<file path="config.mk">
export PLATFORM = sky130hd
export DESIGN_NAME = terminal_char_writer
export DESIGN_NICKNAME = d
export VERILOG_FILES = /design/src/rtl/terminal_pkg.sv /design/src/rtl/terminal_cursor.sv /design/src/rtl/terminal_char_writer.sv
export SDC_FILE = /design/constraint.sdc
export NUM_CORES = 1
export LEC_CHECK = 0
export ABC_AREA = 1
export BUFFER_PORTS_ARGS = -buffer_cell sky130_fd_sc_hd__buf_2
export CAP_MARGIN = 5
export CORE_MARGIN = 3
export CORE_UTILIZATION = 55
export DETAILED_ROUTE_END_ITERATION = 10
export PLACE_DENSITY_LB_ADDON = 0.2
export REMOVE_ABC_BUFFERS = 1
export SYNTH_ARGS = -nofsm -noshare
export SYNTH_HDL_FRONTEND = slang
export SYNTH_SLANG_ARGS = --single-unit
</file>
<file path="constraint.sdc">
create_clock -name iVGA_CLK -period 4.8 [get_ports iVGA_CLK]
set_input_delay 0.96 -clock iVGA_CLK [delete_from_list [all_inputs] [get_ports iVGA_CLK]]
set_output_delay 0.96 -clock iVGA_CLK [all_outputs]
set_load 0.05 [all_outputs]
</file>
<file path="src/rtl/terminal_pkg.sv">
// terminal_pkg: constants shared by the terminal character writer and its
// cursor tracker.
//   - ASCII codes the writer interprets (space, BS, LF, CR, FF, printable range)
//   - default screen geometry (80 x 30)
//   - FSM state encoding of the writer (CLEAR_ALL, IDLE, CLEAR_LINE)
package terminal_pkg;

  localparam int DEF_COLS = 80;
  localparam int DEF_ROWS = 30;

  localparam logic [7:0] ASC_SPACE    = 8'h20;
  localparam logic [7:0] ASC_BS       = 8'h08;
  localparam logic [7:0] ASC_LF       = 8'h0A;
  localparam logic [7:0] ASC_CR       = 8'h0D;
  localparam logic [7:0] ASC_FF       = 8'h0C;
  localparam logic [7:0] ASC_PRINT_LO = 8'h20;
  localparam logic [7:0] ASC_PRINT_HI = 8'h7E;

  // Writer FSM encoding. Both clear states share one datapath and differ only
  // in the address range loaded when they are entered.
  localparam logic [1:0] CLEAR_ALL  = 2'd0;
  localparam logic [1:0] IDLE       = 2'd1;
  localparam logic [1:0] CLEAR_LINE = 2'd2;

endpackage

</file>
<file path="src/rtl/terminal_cursor.sv">
// terminal_cursor: cursor position tracker for the terminal writer.
// Commands are single-cycle strobes, already qualified by byte acceptance.
// Ports:
//   iVGA_CLK, iRST_n          clock, asynchronous active-low reset
//   cmd_advance               printable byte written: step right, wrap at row end
//   cmd_back                  backspace: step left unless already at column 0
//   cmd_home                  form feed: go to (0,0)
//   cmd_newline               line feed: column 0 and advance row
//   cmd_cr                    carriage return: column 0
//   col, row                  registered cursor position
//   wrap                      the next row advance wraps from the last row to row 0
//   row_adv                   this cycle's command advances the row
//   cursor_addr               registered row*COLS+col (TERMINAL_CURSOR_EN only)
// Optional feature macro: TERMINAL_CURSOR_EN.
module terminal_cursor
  import terminal_pkg::*;
#(
  parameter int COLS = DEF_COLS,
  parameter int ROWS = DEF_ROWS
`ifdef TERMINAL_CURSOR_EN
  , parameter int ADDR_W = 12
`endif
) (
  input  logic       iVGA_CLK,
  input  logic       iRST_n,
  input  logic       cmd_advance,
  input  logic       cmd_back,
  input  logic       cmd_home,
  input  logic       cmd_newline,
  input  logic       cmd_cr,
  output logic [6:0] col,
  output logic [4:0] row,
  output logic       wrap,
  output logic       row_adv
`ifdef TERMINAL_CURSOR_EN
  , output logic [ADDR_W-1:0] cursor_addr
`endif
);

  localparam logic [6:0] COL_LAST = 7'(COLS - 1);
  localparam logic [4:0] ROW_LAST = 5'(ROWS - 1);

  logic [6:0] col_nxt;
  logic [4:0] row_nxt;

  assign wrap    = (row == ROW_LAST);
  assign row_adv = cmd_newline || (cmd_advance && (col == COL_LAST));

  always_comb begin
    // NOTE: defaults first so every path assigns both signals; no latch is inferred.
    col_nxt = col;
    row_nxt = row;
    if (cmd_home) begin
      col_nxt = '0;
      row_nxt = '0;
    end else if (row_adv) begin
      col_nxt = '0;
      row_nxt = wrap ? '0 : row + 5'd1;
    end else if (cmd_cr) begin
      col_nxt = '0;
    end else if (cmd_back && (col != '0)) begin
      col_nxt = col - 7'd1;
    end else if (cmd_advance) begin
      col_nxt = col + 7'd1;
    end
  end

  always_ff @(posedge iVGA_CLK or negedge iRST_n) begin
    // NOTE: state registers use non-blocking assignments so every flop samples
    // pre-edge values regardless of block ordering.
    if (!iRST_n) begin
      col <= '0;
      row <= '0;
    end else begin
      col <= col_nxt;
      row <= row_nxt;
    end
  end

`ifdef TERMINAL_CURSOR_EN
  // Built from the next-state position so it moves on the same edge as col/row.
  always_ff @(posedge iVGA_CLK or negedge iRST_n) begin
    if (!iRST_n) cursor_addr <= '0;
    else         cursor_addr <= ADDR_W'(int'(row_nxt) * COLS + int'(col_nxt));
  end
`endif

endmodule

</file>
<file path="src/rtl/terminal_char_writer.sv">
// terminal_char_writer: writer side of the VGA terminal character RAM.
// Consumes ASCII bytes over valid/ready, tracks the cursor, and issues one
// registered write per cycle for printable characters, backspace erase, and
// line / full-screen clears (no scrolling; rows wrap).
// Ports:
//   iVGA_CLK, iRST_n     pixel clock, asynchronous active-low reset
//   char_valid/char_data input byte; consumed when char_valid && char_ready
//   char_ready           high only in IDLE
//   wr_en/wr_addr/wr_data character RAM write port (address row*COLS+col)
//   busy                 a clear sequence is running
//   cur_col, cur_row     cursor position
//   cursor_addr, cursor_vis  cursor address and blink (TERMINAL_CURSOR_EN only)
// Optional feature macro: TERMINAL_CURSOR_EN (adds the cursor address/blink
// outputs and the BLINK_CYCLES parameter).
module terminal_char_writer
  import terminal_pkg::*;
#(
  parameter int COLS   = DEF_COLS,
  parameter int ROWS   = DEF_ROWS,
  parameter int ADDR_W = 12
`ifdef TERMINAL_CURSOR_EN
  , parameter int BLINK_CYCLES = 12500000
`endif
) (
  input  logic              iVGA_CLK,
  input  logic              iRST_n,
  input  logic              char_valid,
  input  logic [7:0]        char_data,
  output logic              char_ready,
  output logic              wr_en,
  output logic [ADDR_W-1:0] wr_addr,
  output logic [7:0]        wr_data,
  output logic              busy,
  output logic [6:0]        cur_col,
  output logic [4:0]        cur_row
`ifdef TERMINAL_CURSOR_EN
  , output logic [ADDR_W-1:0] cursor_addr
  , output logic              cursor_vis
`endif
);

  // One extra bit so the exclusive end address COLS*ROWS never aliases to 0.
  localparam int              CLR_W      = ADDR_W + 1;
  localparam logic [CLR_W-1:0] SCREEN_END = CLR_W'(COLS * ROWS);
  localparam logic [CLR_W-1:0] LINE_LEN   = CLR_W'(COLS);

  logic [1:0]        state;
  logic [CLR_W-1:0]  clr_addr;
  logic [CLR_W-1:0]  clr_end;
  logic [CLR_W-1:0]  line_base;
  logic [ADDR_W-1:0] cur_addr;
  logic accept, is_print, is_bs, is_lf, is_cr, is_ff;
  logic wrap, row_adv;

  assign accept   = char_valid && char_ready;
  assign is_print = (char_data >= ASC_PRINT_LO) && (char_data <= ASC_PRINT_HI);
  assign is_bs    = (char_data == ASC_BS);
  assign is_lf    = (char_data == ASC_LF);
  assign is_cr    = (char_data == ASC_CR);
  assign is_ff    = (char_data == ASC_FF);

  assign cur_addr  = ADDR_W'(int'(cur_row) * COLS + int'(cur_col));
  // Start of the row the cursor moves to on a row advance.
  assign line_base = wrap ? '0 : CLR_W'((int'(cur_row) + 1) * COLS);

  terminal_cursor #(
    .COLS (COLS),
    .ROWS (ROWS)
`ifdef TERMINAL_CURSOR_EN
    , .ADDR_W (ADDR_W)
`endif
  ) u_cursor (
    .iVGA_CLK    (iVGA_CLK),
    .iRST_n      (iRST_n),
    .cmd_advance (accept && is_print),
    .cmd_back    (accept && is_bs),
    .cmd_home    (accept && is_ff),
    .cmd_newline (accept && is_lf),
    .cmd_cr      (accept && is_cr),
    .col         (cur_col),
    .row         (cur_row),
    .wrap        (wrap),
    .row_adv     (row_adv)
`ifdef TERMINAL_CURSOR_EN
    , .cursor_addr (cursor_addr)
`endif
  );

  always_ff @(posedge iVGA_CLK or negedge iRST_n) begin
    if (!iRST_n) begin
      state      <= CLEAR_ALL;
      clr_addr   <= '0;
      clr_end    <= SCREEN_END;
      wr_en      <= 1'b0;
      wr_addr    <= '0;
      wr_data    <= ASC_SPACE;
      char_ready <= 1'b0;
      busy       <= 1'b1;
    end else begin
      wr_en <= 1'b0;
      case (state)
        IDLE: begin
          if (accept) begin
            if (is_print) begin
              wr_en   <= 1'b1;
              wr_addr <= cur_addr;
              wr_data <= char_data;
            end else if (is_bs && (cur_col != '0)) begin
              // Erase the cell the cursor steps back onto.
              wr_en   <= 1'b1;
              wr_addr <= cur_addr - ADDR_W'(1);
              wr_data <= ASC_SPACE;
            end
            if (is_ff) begin
              state      <= CLEAR_ALL;
              clr_addr   <= '0;
              clr_end    <= SCREEN_END;
              char_ready <= 1'b0;
              busy       <= 1'b1;
            end else if (row_adv) begin
              state      <= CLEAR_LINE;
              clr_addr   <= line_base;
              clr_end    <= line_base + LINE_LEN;
              char_ready <= 1'b0;
              busy       <= 1'b1;
            end
          end
        end
        CLEAR_ALL, CLEAR_LINE: begin
          // The cycle after the last space is issued hands back to IDLE, so
          // char_ready never overlaps a clear write.
          if (clr_addr == clr_end) begin
            state      <= IDLE;
            char_ready <= 1'b1;
            busy       <= 1'b0;
          end else begin
            wr_en    <= 1'b1;
            wr_addr  <= clr_addr[ADDR_W-1:0];
            wr_data  <= ASC_SPACE;
            clr_addr <= clr_addr + CLR_W'(1);
          end
        end
        default: begin
          state      <= CLEAR_ALL;
          clr_addr   <= '0;
          clr_end    <= SCREEN_END;
          char_ready <= 1'b0;
          busy       <= 1'b1;
        end
      endcase
    end
  end

`ifdef TERMINAL_CURSOR_EN
  localparam int BLINK_W = (BLINK_CYCLES > 1) ? $clog2(BLINK_CYCLES) : 1;

  logic [BLINK_W-1:0] blink_cnt;

  // Typing restarts the phase with the cursor shown.
  always_ff @(posedge iVGA_CLK or negedge iRST_n) begin
    if (!iRST_n) begin
      blink_cnt  <= '0;
      cursor_vis <= 1'b1;
    end else if (accept) begin
      blink_cnt  <= '0;
      cursor_vis <= 1'b1;
    end else if (blink_cnt == BLINK_W'(BLINK_CYCLES - 1)) begin
      blink_cnt  <= '0;
      cursor_vis <= ~cursor_vis;
    end else begin
      blink_cnt  <= blink_cnt + BLINK_W'(1);
    end
  end
`endif

endmodule
</file>
==> results of run 1 <==
[power breakdown]
group	internal (W)	switching, W	total (W)	leakage, nW
Clock	0.000320	0.000213	0.000533	0.113
Combinational	0.000449	0.00108	0.00153	1.91
Sequential	0.000655	0.000167	0.000822	0.739
Total	0.00142	0.00146	0.00288	2.77
[metrics by stage]
step	total power, W	setup slack (ns)
floorplan	0.00197	1.77
global placement	0.00230	1.69
detailed placement	0.00234	1.56
CTS	0.00288	1.74
global route	0.00310	1.28
finish	0.00288	1.69
[area by class of cell]
type	instances	area, um^2
Clock inverter	4	72.6
Timing Repair Buffer	46	233
Clock buffer	12	155
Fill cell	718	2860
Inverter	80	303
Tap cell	102	128
Multi-Input combinational cell	481	2700
Sequential cell	59	1480
[per-layer routing]
| layer | wire length (um) | share of wire |
|---|---|---|
| met5 | 0 | 0 |
| met4 | 333 | 0.029 |
| met3 | 703 | 0.062 |
| met2 | 5490 | 0.48 |
| met1 | 4880 | 0.43 |
[flip-flops by register name (all words and copies together), names as in the netlist]
register and flops:
clr_addr 13, wr_en 1, char_ready 1, busy 1
wr_data 8, clr_end 9, u_cursor.row 5, u_cursor.col 7
state 2, wr_addr 12
[cell usage in the layout (no fill, tap or decap), types with 7 or more instances in the layout]
cell type | Yosys | layout
clkbuf_8 | 0 | 11
buf_2 | 3 | 45
xnor2_1 | 8 | 8
o21ai_2 | 10 | 10
a31oi_1 | 7 | 7
a21oi_1 | 14 | 14
nand3_1 | 67 | 67
nand2_1 | 188 | 188
nand4_1 | 12 | 12
nor2_1 | 46 | 46
o21ai_0 | 24 | 24
nand3b_1 | 7 | 7
ha_1 | 30 | 30
nor3_1 | 9 | 9
inv_1 | 75 | 75
dfrtp_1 | 53 | 53
xor2_1 | 13 | 13
[worst max path at each step]
| stage | end | depth (start not counted) |
|---|---|---|
| after global routing | clr_end[11] | 18 |
| after detailed placement | u_cursor.col[6] | 17 |
| after floorplan | clr_end[12] | 14 |
| final | clr_end[11] | 15 |
| after global placement | u_cursor.col[6] | 17 |
| after CTS | clr_end[11] | 15 |
[worst max-delay path, stage by stage (launching register included)]
cell and delay, ns:
dfrtp_1 0.50, ha_1 0.28, nand2_1 0.09, xor2_1 0.33
ha_1 0.33, fa_1 0.47, nand2_1 0.08, inv_1 0.03
o21ai_0 0.21, nand2_1 0.08, nand2_1 0.07, nand3_1 0.14
nor2_1 0.21, nand3_1 0.09, nand2_1 0.09, o21ai_1 0.06
[cell usage after synthesis, drive strengths merged (8+ instances only)]
master	n
o21ai	39
a21oi	17
nand4	13
xor2	13
xnor2	8
buf	10
nor2	50
nor3	10
dfrtp	53
nand2	197
nand3	69
ha	30
inv	80
[cell families after synthesis]
logic type / count (synthesis) / share of synthesized area
AO/OA/AOI/OAI: 75 / 0.101
XOR/XNOR: 21 / 0.0401
flip-flops: 59 / 0.323
buffers and inverters: 94 / 0.0899
AND/OR/NAND/NOR: 351 / 0.347
adder cells (fa/ha/maj): 34 / 0.0992
==> metrics.cfg, run 1 <==
[critical_path]
ff2ff_setup_slack_ns=1.69
required_ns=5.07
path_class=flop to flop
r2r_cells=15
critPathLaunchType=flop
setup.worst_path.end_class=flop
crit_path_start=u_cursor.row[0]
worstPathArrival_ns=3.38
r2r-start=u_cursor.row[0]
regToRegEndpoint=clr_end[11]
worstPathMaxFanout=9

[grt]
met2_usage=0.423
grt_max_degree=60
grt.met3_usage=0.0452
grt_usage=0.251
grt_antenna_before_repair=0
use_met1=0.315
grt_first_pass_wirelength_um=19600
grt_busiest_layer=met2
grt_pass1_vias=4232
grt_overflow=0

[sta]
slew_violations=0
hold_viol=0
tns_ns=0
setup_violations=0
finClkSkew_ns=0.0127
period_share=0.647
rsz0062_at_grt=no
worst_pin_slew_ns=0.781
max_freq_ghz=0.322
maxSlewHeadroom=0.479
min_period_ns=3.11
whs_ns=0.458

[power]
p_leak_nw=2.77
ir_worst_vdd_mv=0.347
cellPowerDensity_nw_per_um2=568

[detailed_routing]
routed_via_density=5.58
first_pass_iters=5
drcViolationCount=0
num_vias=4372
postRouteWirelength_um=11400
ant_nets=0
drt_iter0_drc=254
avgRoutedWirePerCell_um=14.5

[min_path]
holdPathStages=2
hold_path_startpoint=busy
hold_path.class=flop to flop
min_to=busy

[finish]
final_cells=784
final_util=0.640
nets=722
syn2layout_area_growth_pct=10.4
diodes=0
fin_area_um2=5070
drive_gt1_frac=0.152

[clock_network]
clock_sinks=59
clockBufferDepth=2
cts_hold_buffers=0
cts-htree-levels=3
insertion_delay_ns=0.35
ctsResizeCount=0
clockRootBuffer=clkbuf_8
cts_setup_buffers=0
cts_buffers=9
cts_tree=yes
path_clk_slew_ns=0.06

[yosys]
synth_edf_count=0
synth_seq_area_share=0.323
ys_warn_count=0
ys_ff_latch=59
synth_area_um2=4590
synth_top_flop_cell=dfrtp_1
syn-instance-count=634
synth.distinct_cells=44
synth_top_area_frac=0.289
synthTopCellsByArea=dfrtp_1 (29%), nand2_1 (15%), ha_1 (8.2%)
async_reset_ff_frac=1.00
yosysTopAreaCell=dfrtp_1
syn_avg_cell_area_um2=7.24

[flow_run]
cap_violations=0

[place]
portBuffers=45
placed_cell_area_um2=4840
placed_cells=768
dp_hpwl_um=8580
gp_congestion=0.878

[floorplan]
dieArea_um2=9480
rows=32
start_util=0.579
die_w_um=97.4
coreArea_um2=7930
die-height_um=97.4
io_pins=46

[outcome]
status=finished clean

No activity file was read; power rests on OpenSTA's default activity.
==> run 2: changes to the inputs <==
--- a/config.mk
+++ b/config.mk
@@ -5,7 +5,7 @@
 export SDC_FILE = /design/constraint.sdc
 export NUM_CORES = 1
 export LEC_CHECK = 0
-export ABC_AREA = 1
+export ABC_AREA = 0
 export BUFFER_PORTS_ARGS = -buffer_cell sky130_fd_sc_hd__buf_2
 export CAP_MARGIN = 5
 export CORE_MARGIN = 3
==> constraint.sdc (replaced) <==
create_clock -name iVGA_CLK -period 3.2 [get_ports iVGA_CLK]
set_input_delay 0.64 -clock iVGA_CLK [delete_from_list [all_inputs] [get_ports iVGA_CLK]]
set_output_delay 0.64 -clock iVGA_CLK [all_outputs]
set_load 0.05 [all_outputs]
==> metrics.cfg, run 2 <==
[yosys]
synth.distinct_cells=61  ; was 44
synth.most_common_cell=nor2_1  ; was nand2_1
yosysTopAreaCell=dfrtp_1  ; unchanged
synth_seq_area_share=0.356  ; was 0.323
ys_ff_latch=59  ; unchanged
synth_area_um2=4160  ; was 4590 um^2
synth_top_area_frac=0.319  ; was 0.289
ys_warn_count=0  ; unchanged
synth_edf_count=0  ; unchanged
async_reset_ff_frac=1.00  ; unchanged
synthTopCellsByCount=nor2_1 (56), dfrtp_1 (53), nand2_1 (44)  ; was nand2_1 (188), inv_1 (75), nand3_1 (67)
synthTopCellsByArea=dfrtp_1 (32%), ha_1 (9.0%), nor2_1 (5.0%)  ; was dfrtp_1 (29%), nand2_1 (15%), ha_1 (8.2%)
synth_top_flop_cell=dfrtp_1  ; unchanged
syn-instance-count=464  ; was 634
syn_avg_cell_area_um2=8.97  ; was 7.24 um^2

[place]
gp_congestion=0.888  ; was 0.878
pre_cts_ws_ns=0.111  ; was 1.56 ns
portBuffers=45  ; unchanged
placed_cell_area_um2=4570  ; was 4840 um^2
dp_hpwl_um=7750  ; was 8580 um

[sta]
setup_violations=0  ; unchanged
fin_ws_ns=0.169  ; was 1.69 ns
period_share=0.947  ; was 0.647
min_period_ns=3.03  ; was 3.11 ns
max_freq_ghz=0.330  ; was 0.322 GHz
whs_ns=0.293  ; was 0.458 ns
maxSlewHeadroom=0.622  ; was 0.479
slew_violations=0  ; unchanged
worst_pin_slew_ns=0.567  ; was 0.781 ns
finClkSkew_ns=0.00752  ; was 0.0127 ns
hold_viol=0  ; unchanged

[grt]
grt_max_degree=60  ; unchanged
grt_usage=0.264  ; was 0.251
grt_first_pass_wirelength_um=17900  ; was 19600 um
grt_antenna_before_repair=0  ; unchanged
grt_overflow=0  ; unchanged
grt_pass1_vias=3651  ; was 4232

[finish]
final_util=0.657  ; was 0.640
largest_reg_flops=13  ; unchanged
regMostFlops=clr_addr  ; unchanged
drive_gt1_frac=0.199  ; was 0.152
diodes=0  ; unchanged
syn2layout_area_growth_pct=15.1  ; was 10.4%
final_common_cell=nor2_1  ; was nand2_1
layout_common_cells=nor2_1 (56), dfrtp_1 (50), buf_2 (45)  ; was nand2_1 (188), inv_1 (75), nand3_1 (67)
nets=568  ; was 722
fin_area_um2=4790  ; was 5070 um^2
reg.largest.list=clr_addr (13), wr_addr (12), clr_end (9)  ; unchanged

[flow_run]
cap_violations=0  ; unchanged

[detailed_routing]
drcViolationCount=0  ; unchanged
first_pass_iters=5  ; unchanged
ant_nets=0  ; unchanged
drt_iter0_drc=274  ; was 254
routed_via_density=5.75  ; was 5.58
postRouteWirelength_um=10300  ; was 11400 um
num_vias=3606  ; was 4372
avgRoutedWirePerCell_um=16.5  ; was 14.5 um

[critical_path]
slowest_stage=dfrtp_2  ; was dfrtp_1
worstPathBufferInverterCount=0  ; was 1
required_ns=3.47  ; was 5.07 ns
setup.worst_path.end_class=flop  ; unchanged
cp_common_cell=ha_1  ; was nand2_1
crit_chain=ha_1 -> ha_1 -> fa_1 -> xor2_2 -> o2111a_1 -> xnor3_1 -> a211oi_1 -> xor2_1 -> nand2_1 -> a21oi_1  ; was ha_1 -> nand2_1 -> xor2_1 -> ha_1 -> fa_1 -> nand2_1 -> inv_1 -> o21ai_0 -> nand2_1 -> nand2_1 -> nand3_1 -> nor2_1 -> nand3_1 -> nand2_1 -> o21ai_1
critPathLaunchType=flop  ; unchanged
worstPathMaxFanout=6  ; was 9
path_class=flop to flop  ; unchanged
cp_num_cells=10  ; was 15
worstPathArrival_ns=3.30  ; was 3.38 ns
max_stage_delay_ns=0.45  ; was 0.50 ns
r2r_cells=10  ; was 15
path_delay_family=adder cells  ; unchanged

[clock_network]
path_clk_slew_ns=0.07  ; was 0.06 ns
clockBufferDepth=2  ; unchanged
cts_hold_buffers=0  ; unchanged
cts_setup_buffers=0  ; unchanged
insertion_delay_ns=0.35  ; about the same
clockRootBuffer=clkbuf_8  ; unchanged
clock_sinks=59  ; unchanged
cts-htree-levels=3  ; unchanged
ctsResizeCount=0  ; unchanged
cts_buffers=9  ; unchanged
cts_tree=yes  ; unchanged

[floorplan]
coreArea_um2=7290  ; was 7930 um^2
io_pins=46  ; unchanged
rows=31  ; was 32
start_util=0.571  ; was 0.579
dieArea_um2=8650  ; was 9480 um^2
die_w_um=93.0  ; was 97.4 um
die-height_um=93.0  ; was 97.4 um

[power]
p_leak_nw=2.51  ; was 2.77 nW
finalPower_w=0.00154  ; was 0.00288 W
ir_worst_vdd_mv=0.236  ; was 0.347 mV
cellPowerDensity_nw_per_um2=321  ; was 568 nW/um^2

[min_path]
hold_path.class=input port to async pin  ; was flop to flop

[outcome]
status=finished clean  ; unchanged

[run 2: worst reg2reg max path: stages (launching register included)]
cell and delay [ns]:
dfrtp_2 0.45, ha_1 0.33, ha_1 0.23, fa_1 0.43, xor2_2 0.29, o2111a_1 0.28
xnor3_1 0.35, a211oi_1 0.22, xor2_1 0.17, nand2_1 0.07, a21oi_1 0.14
[run 2: worst paths after layout]
check                           startpoint     endpoint  slack (ns)
setup reg to reg           u_cursor.row[1]  wr_addr[11]        0.17
min in group iVGA_CLK           wr_data[4]   wr_data[4]        0.47
setup / recovery           u_cursor.row[1]  wr_addr[11]        0.17
max in group asynchronous           iRST_n   wr_data[5]        2.59
hold reg to reg                 wr_data[4]   wr_data[4]        0.47
hold / removal                      iRST_n  clr_addr[8]        0.29
[run 2: metal layers]
metal  routed length, um  up-vias  global-route usage  share of wire
li1                    -     1762                   -              -
met2                4950       86               0.430           0.48
met1                4750     1743               0.352           0.46
met4                 203        0              0.0842          0.020
met5                   0        -                   0              0
met3                 445       15              0.0563          0.043
[run 2: layout make-up]
| type | instances | area [um^2] |
|---|---|---|
| multi-input combinational | 371 | 2520 |
| tap | 99 | 124 |
| clock inverter | 5 | 77.6 |
| fill | 640 | 2500 |
| clock buffer | 11 | 131 |
| sequential | 59 | 1490 |
| inverter | 19 | 73.8 |
| timing repair buffer | 63 | 373 |
[run 2: metrics by stage]
stage          setup TNS, ns  std cells
6_report                   0        627
5_1_grt              -0.0124        627
4_1_cts                    0        627
3_5_place_dp               0        611
3_3_place_gp               0        611
2_1_floorplan         -0.897        449
[run 2: cells by family after synthesis]
group / Yosys count / synth area share
flops: 59 / 0.356
mux: 9 / 0.0222
compound gates: 112 / 0.179
buf+inv: 34 / 0.0391
fa+ha+maj: 34 / 0.109
xor+xnor: 44 / 0.0959
simple gates: 172 / 0.198
[run 2: where the power goes]
part | total, W | leakage (nW) | internal (W) | switching, W
Sequential | 0.000746 | 0.754 | 0.000746 | 0
Combinational | 0.0000447 | 1.65 | 0.0000124 | 0.0000322
Clock | 0.000748 | 0.103 | 0.000436 | 0.000312
